`config.mk`:
```
export PLATFORM = sky130hd
export DESIGN_NAME = hex_scan_ctrl_flat
export DESIGN_NICKNAME = d
export VERILOG_FILES = /design/src/rtl/hex_scan_ctrl_pkg.sv /design/src/rtl/hex_scan_ctrl_if.sv /design/src/rtl/hex_scan_ctrl_seg_decode.sv /design/src/rtl/hex_scan_ctrl.sv /design/src/flat_wrapper.sv
export SDC_FILE = /design/constraint.sdc
export NUM_CORES = 1
export LEC_CHECK = 0
export ABC_AREA = 1
export CORE_UTILIZATION = 57
export CTS_CLUSTER_DIAMETER = 150
export DETAILED_ROUTE_END_ITERATION = 8
export HOLD_SLACK_MARGIN = 0.02
export PLACE_DENSITY = 0.91
export SLEW_MARGIN = 20
export SYNTH_ARGS = -nofsm -noshare
export SYNTH_HDL_FRONTEND = slang
export SYNTH_SLANG_ARGS = --single-unit
```
`constraint.sdc`:
```
create_clock -name clk -period 2.8 [get_ports clk]
set_clock_uncertainty 0.15 [all_clocks]
set_input_delay 0.28 -clock clk [delete_from_list [all_inputs] [get_ports clk]]
set_output_delay 0.28 -clock clk [all_outputs]
set_load 0.05 [all_outputs]
```
`src/rtl/hex_scan_ctrl_pkg.sv`:
```
// Shared types and constants for the hex display scan controller.
//   state_t   : scan FSM states (IDLE, BLANK, DRIVE)
//   SEG_CODES : active-low a..g codes for nibbles 0..F (bit7 = dp, off)
//   SEG_OFF / SEL_OFF : all segments / all digits dark
package hex_pkg;

  typedef enum logic [1:0] {
    IDLE  = 2'd0,
    BLANK = 2'd1,
    DRIVE = 2'd2
  } state_t;

  localparam logic [7:0] SEG_OFF = 8'hFF;
  localparam logic [7:0] SEL_OFF = 8'hFF;

  localparam logic [7:0] SEG_CODES [16] = '{
    8'hC0, 8'hF9, 8'hA4, 8'hB0, 8'h99, 8'h92, 8'h82, 8'hF8,
    8'h80, 8'h90, 8'h88, 8'h83, 8'hC6, 8'hA1, 8'h86, 8'h8E
  };

endpackage

```
`src/rtl/hex_scan_ctrl_if.sv`:
```
// Bus between the hex counter / board pins and hex_scan_ctrl.
//   hex_data, data_valid, dp_mask, enable : driven by the master (source side)
//   seg, sel, data_ack, frame_done        : driven by the slave (controller)
//   state                                 : controller FSM state, debug only
// Handshake: data_valid is a one-cycle strobe with no ready; the controller
// always accepts it. data_ack pulses once when an accepted value becomes the
// displayed value; several strobes before that yield a single ack.
interface hex_scan_ctrl_if;
  import hex_pkg::*;

  logic [31:0] hex_data;
  logic        data_valid;
  logic [7:0]  dp_mask;
  logic        enable;
  logic [7:0]  seg;
  logic [7:0]  sel;
  logic        data_ack;
  logic        frame_done;
  state_t      state;

  modport master (
    output hex_data, data_valid, dp_mask, enable,
    input  seg, sel, data_ack, frame_done, state
  );

  modport slave (
    input  hex_data, data_valid, dp_mask, enable,
    output seg, sel, data_ack, frame_done, state
  );

endinterface

```
`src/rtl/hex_scan_ctrl_seg_decode.sv`:
```
// Combinational nibble + decimal point -> active-low 8-bit segment pattern.
//   nibble : hex digit 0..F
//   dp     : 1 = light the decimal point
//   seg    : bit0..6 = a..g, bit7 = dp, all active-low
module hex_seg_decode
  import hex_pkg::*;
(
  input  logic [3:0] nibble,
  input  logic       dp,
  output logic [7:0] seg
);

  logic [7:0] code;

  always_comb begin
    code = SEG_CODES[nibble];
    seg  = {~dp, code[6:0]};
  end

endmodule

```
`src/rtl/hex_scan_ctrl.sv`:
```
// Scans an 8-digit common-anode seven-segment display from a 32-bit value.
// Each digit slot is DIGIT_CYC cycles: BLANK_CYC dark cycles to stop ghosting,
// then the digit is driven. New data is double-buffered and only replaces the
// displayed value at a frame boundary (end of the last digit's slot, or any
// cycle while idle).
//   clk, rst_n : clock, asynchronous active-low reset
//   bus        : hex_scan_ctrl_if.slave (data in, seg/sel/ack/frame out)
module hex_scan_ctrl
  import hex_pkg::*;
#(
  parameter int CLK_FREQ    = 50_000_000,
  parameter int SCAN_HZ     = 1000,
  parameter int BLANK_CYC   = 500,
  parameter int DIGITS      = 8,
  parameter int LZ_SUPPRESS = 1
) (
  input logic             clk,
  input logic             rst_n,
  hex_scan_ctrl_if.slave  bus
);

  localparam int DIGIT_CYC = CLK_FREQ / SCAN_HZ;
  localparam int CNT_W     = $clog2(DIGIT_CYC);
  localparam logic [CNT_W-1:0] CNT_LAST   = CNT_W'(DIGIT_CYC - 1);
  localparam logic [CNT_W-1:0] BLANK_LAST = CNT_W'(BLANK_CYC - 1);
  localparam logic [2:0]       DIGIT_LAST = 3'(DIGITS - 1);

  if (BLANK_CYC <= 0 || BLANK_CYC >= DIGIT_CYC) begin : g_bad_blank
    $error("hex_scan_ctrl: BLANK_CYC must satisfy 0 < BLANK_CYC < DIGIT_CYC");
  end
  if (DIGITS < 1 || DIGITS > 8) begin : g_bad_digits
    $error("hex_scan_ctrl: DIGITS must be 1..8");
  end

  state_t           state_q, state_d;
  logic [2:0]       digit_q, digit_d;
  logic [CNT_W-1:0] cnt_q, cnt_d;
  logic [31:0]      display_q, pending_q;
  logic             pending_valid_q;
  logic [7:0]       seg_q, sel_q, seg_d, sel_d;
  logic             data_ack_q, frame_done_q;

  logic             last_slot, boundary, lz_blank, dp;
  logic [31:0]      shifted;
  logic [7:0]       dec_seg;

  // FSM state register
  always_ff @(posedge clk or negedge rst_n) begin
    if (!rst_n) begin
      state_q <= IDLE;
      digit_q <= '0;
      cnt_q   <= '0;
    end else begin
      state_q <= state_d;
      digit_q <= digit_d;
      cnt_q   <= cnt_d;
    end
  end

  // FSM next state; dropping enable wins over everything
  always_comb begin
    state_d = state_q;
    digit_d = digit_q;
    cnt_d   = cnt_q;
    if (!bus.enable) begin
      state_d = IDLE;
      digit_d = '0;
      cnt_d   = '0;
    end else begin
      case (state_q)
        IDLE: begin
          state_d = BLANK;
          digit_d = '0;
          cnt_d   = '0;
        end
        BLANK: begin
          cnt_d = cnt_q + 1'b1;
          if (cnt_q == BLANK_LAST) state_d = DRIVE;
        end
        DRIVE: begin
          if (cnt_q == CNT_LAST) begin
            cnt_d   = '0;
            state_d = BLANK;
            digit_d = (digit_q == DIGIT_LAST) ? 3'd0 : digit_q + 3'd1;
          end else begin
            cnt_d = cnt_q + 1'b1;
          end
        end
        default: state_d = IDLE;
      endcase
    end
  end

  assign last_slot = (state_q == DRIVE) && (cnt_q == CNT_LAST) && (digit_q == DIGIT_LAST);
  assign boundary  = last_slot || (state_q == IDLE);

  // Current digit's nibble and decimal point
  assign shifted = display_q >> {digit_q, 2'b00};
  assign dp      = bus.dp_mask[digit_q];

  hex_seg_decode u_decode (
    .nibble (shifted[3:0]),
    .dp     (dp),
    .seg    (dec_seg)
  );

  // A digit above 0 is a leading zero when it and every higher digit are 0
  always_comb begin
    lz_blank = 1'b0;
    if (LZ_SUPPRESS != 0 && digit_q != 3'd0) begin
      lz_blank = 1'b1;
      for (int i = 1; i < DIGITS; i++) begin
        if (i >= int'(digit_q) && display_q[4*i +: 4] != 4'd0) lz_blank = 1'b0;
      end
    end
  end

  // Suppressed digits keep their select so the scan timing stays uniform
  always_comb begin
    seg_d = SEG_OFF;
    sel_d = SEL_OFF;
    if (bus.enable && state_q == DRIVE) begin
      sel_d = ~(8'h01 << digit_q);
      seg_d = lz_blank ? {~dp, 7'h7F} : dec_seg;
    end
  end

  // Output registers and the pending/display double buffer
  always_ff @(posedge clk or negedge rst_n) begin
    if (!rst_n) begin
      seg_q           <= SEG_OFF;
      sel_q           <= SEL_OFF;
      data_ack_q      <= 1'b0;
      frame_done_q    <= 1'b0;
      display_q       <= '0;
      pending_q       <= '0;
      pending_valid_q <= 1'b0;
    end else begin
      seg_q        <= seg_d;
      sel_q        <= sel_d;
      frame_done_q <= last_slot;
      data_ack_q   <= 1'b0;
      if (boundary) begin
        // A strobe landing on the boundary bypasses the pending register
        if (bus.data_valid) begin
          display_q       <= bus.hex_data;
          data_ack_q      <= 1'b1;
          pending_valid_q <= 1'b0;
        end else if (pending_valid_q) begin
          display_q       <= pending_q;
          data_ack_q      <= 1'b1;
          pending_valid_q <= 1'b0;
        end
      end else if (bus.data_valid) begin
        pending_q       <= bus.hex_data;
        pending_valid_q <= 1'b1;
      end
    end
  end

  assign bus.seg        = seg_q;
  assign bus.sel        = sel_q;
  assign bus.data_ack   = data_ack_q;
  assign bus.frame_done = frame_done_q;
  assign bus.state      = state_q;

endmodule

```
`src/flat_wrapper.sv`:
```
// flat-port wrapper written by rule: the top's interface ports become plain ports
module hex_scan_ctrl_flat import hex_pkg::*;
#(
  parameter int CLK_FREQ    = 50_000_000,
  parameter int SCAN_HZ     = 1000,
  parameter int BLANK_CYC   = 500,
  parameter int DIGITS      = 8,
  parameter int LZ_SUPPRESS = 1
)
  (clk, rst_n, bus_hex_data, bus_data_valid, bus_dp_mask, bus_enable, bus_seg, bus_sel, bus_data_ack, bus_frame_done, bus_state);
  hex_scan_ctrl_if bus_i ();
  input logic clk;
  input logic rst_n;
  input wire logic [$bits(bus_i.hex_data)-1:0] bus_hex_data;
  input wire logic [$bits(bus_i.data_valid)-1:0] bus_data_valid;
  input wire logic [$bits(bus_i.dp_mask)-1:0] bus_dp_mask;
  input wire logic [$bits(bus_i.enable)-1:0] bus_enable;
  output wire logic [$bits(bus_i.seg)-1:0] bus_seg;
  output wire logic [$bits(bus_i.sel)-1:0] bus_sel;
  output wire logic [$bits(bus_i.data_ack)-1:0] bus_data_ack;
  output wire logic [$bits(bus_i.frame_done)-1:0] bus_frame_done;
  output wire logic [$bits(bus_i.state)-1:0] bus_state;
  assign bus_i.hex_data = bus_hex_data;
  assign bus_i.data_valid = bus_data_valid;
  assign bus_i.dp_mask = bus_dp_mask;
  assign bus_i.enable = bus_enable;
  assign bus_seg = bus_i.seg;
  assign bus_sel = bus_i.sel;
  assign bus_data_ack = bus_i.data_ack;
  assign bus_frame_done = bus_i.frame_done;
  assign bus_state = bus_i.state;
  hex_scan_ctrl #(.CLK_FREQ(CLK_FREQ), .SCAN_HZ(SCAN_HZ), .BLANK_CYC(BLANK_CYC), .DIGITS(DIGITS), .LZ_SUPPRESS(LZ_SUPPRESS)) u_core (.clk(clk), .rst_n(rst_n), .bus(bus_i));
endmodule
```
==> results.yml, run 1 <==
synthesis:
  synth_top_cell_area_share: 0.3842
  yosysMostFrequentCell: "nand2_1"
  synth-edff-count: 0
  netlist_area_sq_um: 5732
  synth_area_per_cell_sq_um: 7.463
  synthArstFlopShare: 1.000
  synth_top_flop_cell: "dfrtp_1"
  netlist.top_cell.by_area: "dfrtp_1"
  yosysSeqAreaShare: 0.4575
  netlist-cell-type-count: 33
  yosysWarningCount: 0
  synthCells: 768
  yosys-top-cells-area: "dfrtp_1, nand2_1, dfstp_2"
  syn-num-nets: 829
  synth.cells.most_frequent: "nand2_1, dfrtp_1, inv_1"
  postSynthRegisterBits: 104
placement:
  post-dp-hpwl_mm: 8.513
  place_congestion: 0.8967
  placed_cell_areas_sq_um: 6397
  number_of_placed_cells_counting_well_taps: 938
  buffer_ports.inserted: 63
  dp_slack_ns: 0.4650
setup_path:
  max_stage_delay_ns: 0.63
  cp_max_fo: 34
  crit-reg2reg-capture: "u_core.display_q[29]"
  critical_path.startpoint_type: "register"
  reg2reg_depth: 7
  critical_path.reg2reg.startpoint: "u_core.digit_q[1]"
  path_buf_inv: 0
  timing.critical_path.slowest_stage_cell: "dfrtp_1"
  critical_path.cell_chain: "ha_1 > ha_1 > nand4_4 > nand2_4 > nand2_4 > nand2_1 > nand2_1"
  crit_path_end_kind: "register"
  cp.required_ns: 2.94
  criticalPathCategory: "register to register"
  worst-r2r-setup-slack_ns: 0.40
  critPathArrivalTime_ns: 2.54
  cp_top_family: "simple AND/OR/NAND/NOR gates"
final_layout:
  area_growth_synth_to_finish_pct: 15.70
  drive_gt1_frac: 0.06691
  combined_flip_flop_and_latch_cell_area_sq_um: 2623
  number_of_nets_at_the_end_of_the_flow: 878
  antennaDiodeCount: 0
  finalInstanceArea_sq_um: 6631
  final_cell_count_no_fill: 955
  area_occupied_by_multi_input_gates_sq_um: 2580
  fillCellCount: 790
timing:
  grt_setup_unrepaired: "no"
  timing.final.hold_violations: 0
  max_clock_freq_mhz: 416.7
  setup-tns-final_ns: 0
  period_share: 0.8571
  finalWorstSetupSlack_ns: 0.4000
  transition_time_at_the_pin_with_the_least_slew_margin_ns: 0.6074
  setup_violations: 0
  relSlewSlack: 0.5951
  timing.final.crit_period_ns: 2.400
  finalMaxSlewViolations: 0
clocking:
  cts_tree: "done"
  total_number_of_h_tree_levels: 3
  clock_tree.buffer_depth: 2
  post_cts_resized: 0
  root_buffer: "clkbuf_8"
  post-cts-setup-buffers: 0
  clock-sinks: 104
  cts_inserted_buffers: 9
  clk_pin_slew_worst_paths_ns: 0.11
  clock_latency_ns: 0.39
detailed_routing:
  postRouteWirelength_mm: 11.95
  route.antenna.remaining_nets: 0
  drt-initial-drc-count: 240
  wl_per_cell_um: 12.51
  detail_route.drc_violations: 0
  first_pass_iters: 5
  drt-vias-per-instance: 5.180
  vias: 4947
global_route:
  grt_pass1_vias: 4451
  grt_util_all_layers: 0.2506
  wire_length_of_the_first_global_routing_pass_mm: 20.50
  maximum_number_of_pins_on_one_net_before_global_route_repair: 65
  grt_antenna_before_repair: 0
  grt_overflow: 0
flow_run:
  max_cap_viol_count: 0
pwr:
  power_density_nw_per_um2: 840.7
  post-layout-total-power_mw: 5.575
  power_leakage_nw: 3.266
  power.ir.vdd_worst_mv: 0.6242
floorplanning:
  num_rows: 36
  initial_utilization: 0.5864
  dieWidth_um: 102.3
  top_level_ports: 64
  floorplan.core_area_sq_um: 9774
  die_area_sq_um: 10460
  die_h_um: 102.3
min_path:
  worstHoldPathType: "input port to asynchronous set/reset pin"
status:
  outcome: "completed"
[flip-flops by register name, summed over array words and instances (netlist names)]
| name | flops |
|---|---|
| u_core.bus.sel | 8 |
| u_core.pending_q | 32 |
| u_core.cnt_q | 16 |
| u_core.bus.seg | 8 |
| u_core.digit_q | 3 |
| u_core.bus.state | 2 |
| u_core.pending_valid_q | 1 |
| u_core.bus.frame_done | 1 |
| u_core.display_q | 32 |
| u_core.bus.data_ack | 1 |
[area by class of cell]
class,instances,area share
Clock buffer,9,0.01868
Tap cell,133,0.02509
Inverter,86,0.04868
Multi-Input combinational cell,545,0.3891
Clock inverter,7,0.01509
Timing Repair Buffer,71,0.1079
Sequential cell,104,0.3955
[logic make-up (layout without fill, tap and decap cells)]
family	Yosys count	count (layout)	share of synthesized area
AOI/OAI and AO/OA	103	103	0.09256
xor gates and xnor gates	9	9	0.01375
adders and majority gates	17	17	0.03711
buffers and inverters	119	173	0.09234
DFF	104	104	0.4575
muxes	1	1	0.001746
and+or+nand+nor	415	415	0.3050
[layout by cell type (no fill, tap or decap), types with 2 or more instances in the layout]
cell type and instances:
buf_4 6, dfstp_2 16, nor3_1 4, o21ai_0 71
clkinv_1 2, inv_1 82, nand4_1 7, nand2_2 5
clkdlybuf4s50_1 62, ha_1 17, clkinv_4 2, a21oi_1 12
inv_2 2, clkinv_8 2, xor2_1 8, dfrtp_1 88
clkbuf_8 9, o21ai_1 15, nand3_1 73, buf_12 2
nand2_1 266, nor2_4 2, nor2_1 53, nand2_4 2
[through the flow]
stage | utilization | hold WS [ns]
floorplan | - | -0.1656
global placement | 0.6545 | 0.1593
detailed placement | 0.6545 | 0.1575
CTS | 0.6784 | 0.2780
global route | 0.6784 | 0.2982
finish | 0.6784 | 0.2894
[report_power, final]
group	internal (mW)	switching (mW)	total, mW	leakage, nW
clock	0.440	0.569	1.01	0.111
sequential	2.00	0.318	2.32	1.30
combinational	0.755	1.50	2.25	1.85
total	3.19	2.38	5.58	3.27
[how the worst max path moves through the flow]
stage,from,end,depth (start not counted)
finish,u_core.digit_q[1],u_core.display_q[29],7
global route,u_core.digit_q[1],u_core.display_q[29],7
CTS,u_core.digit_q[1],u_core.display_q[29],7
detailed placement,u_core.digit_q[1],u_core.display_q[29],7
global placement,u_core.digit_q[0],u_core.bus.seg[3],13
floorplan,u_core.bus.state[1],u_core.cnt_q[8],8
[timing repair]
action                                  in CTS  in global routing
hold buffers                                 1                  0
endpoints found under the hold margin       41                  0
endpoints found under the setup margin       0                  0
[layer usage]
metal	track usage	part of all wire
met5	0	0
met4	0.08352	0.017
met3	0.04241	0.046
met2	0.3944	0.46
met1	0.3531	0.48
No activity file was read; power rests on OpenSTA's default activity.
==> run 2, diff against run 1 <==
TNS_END_PERCENT = 100   (was unset)
==> results of run 2 <==
No change in the layout: final DEF, timing and power equal those of run 1.
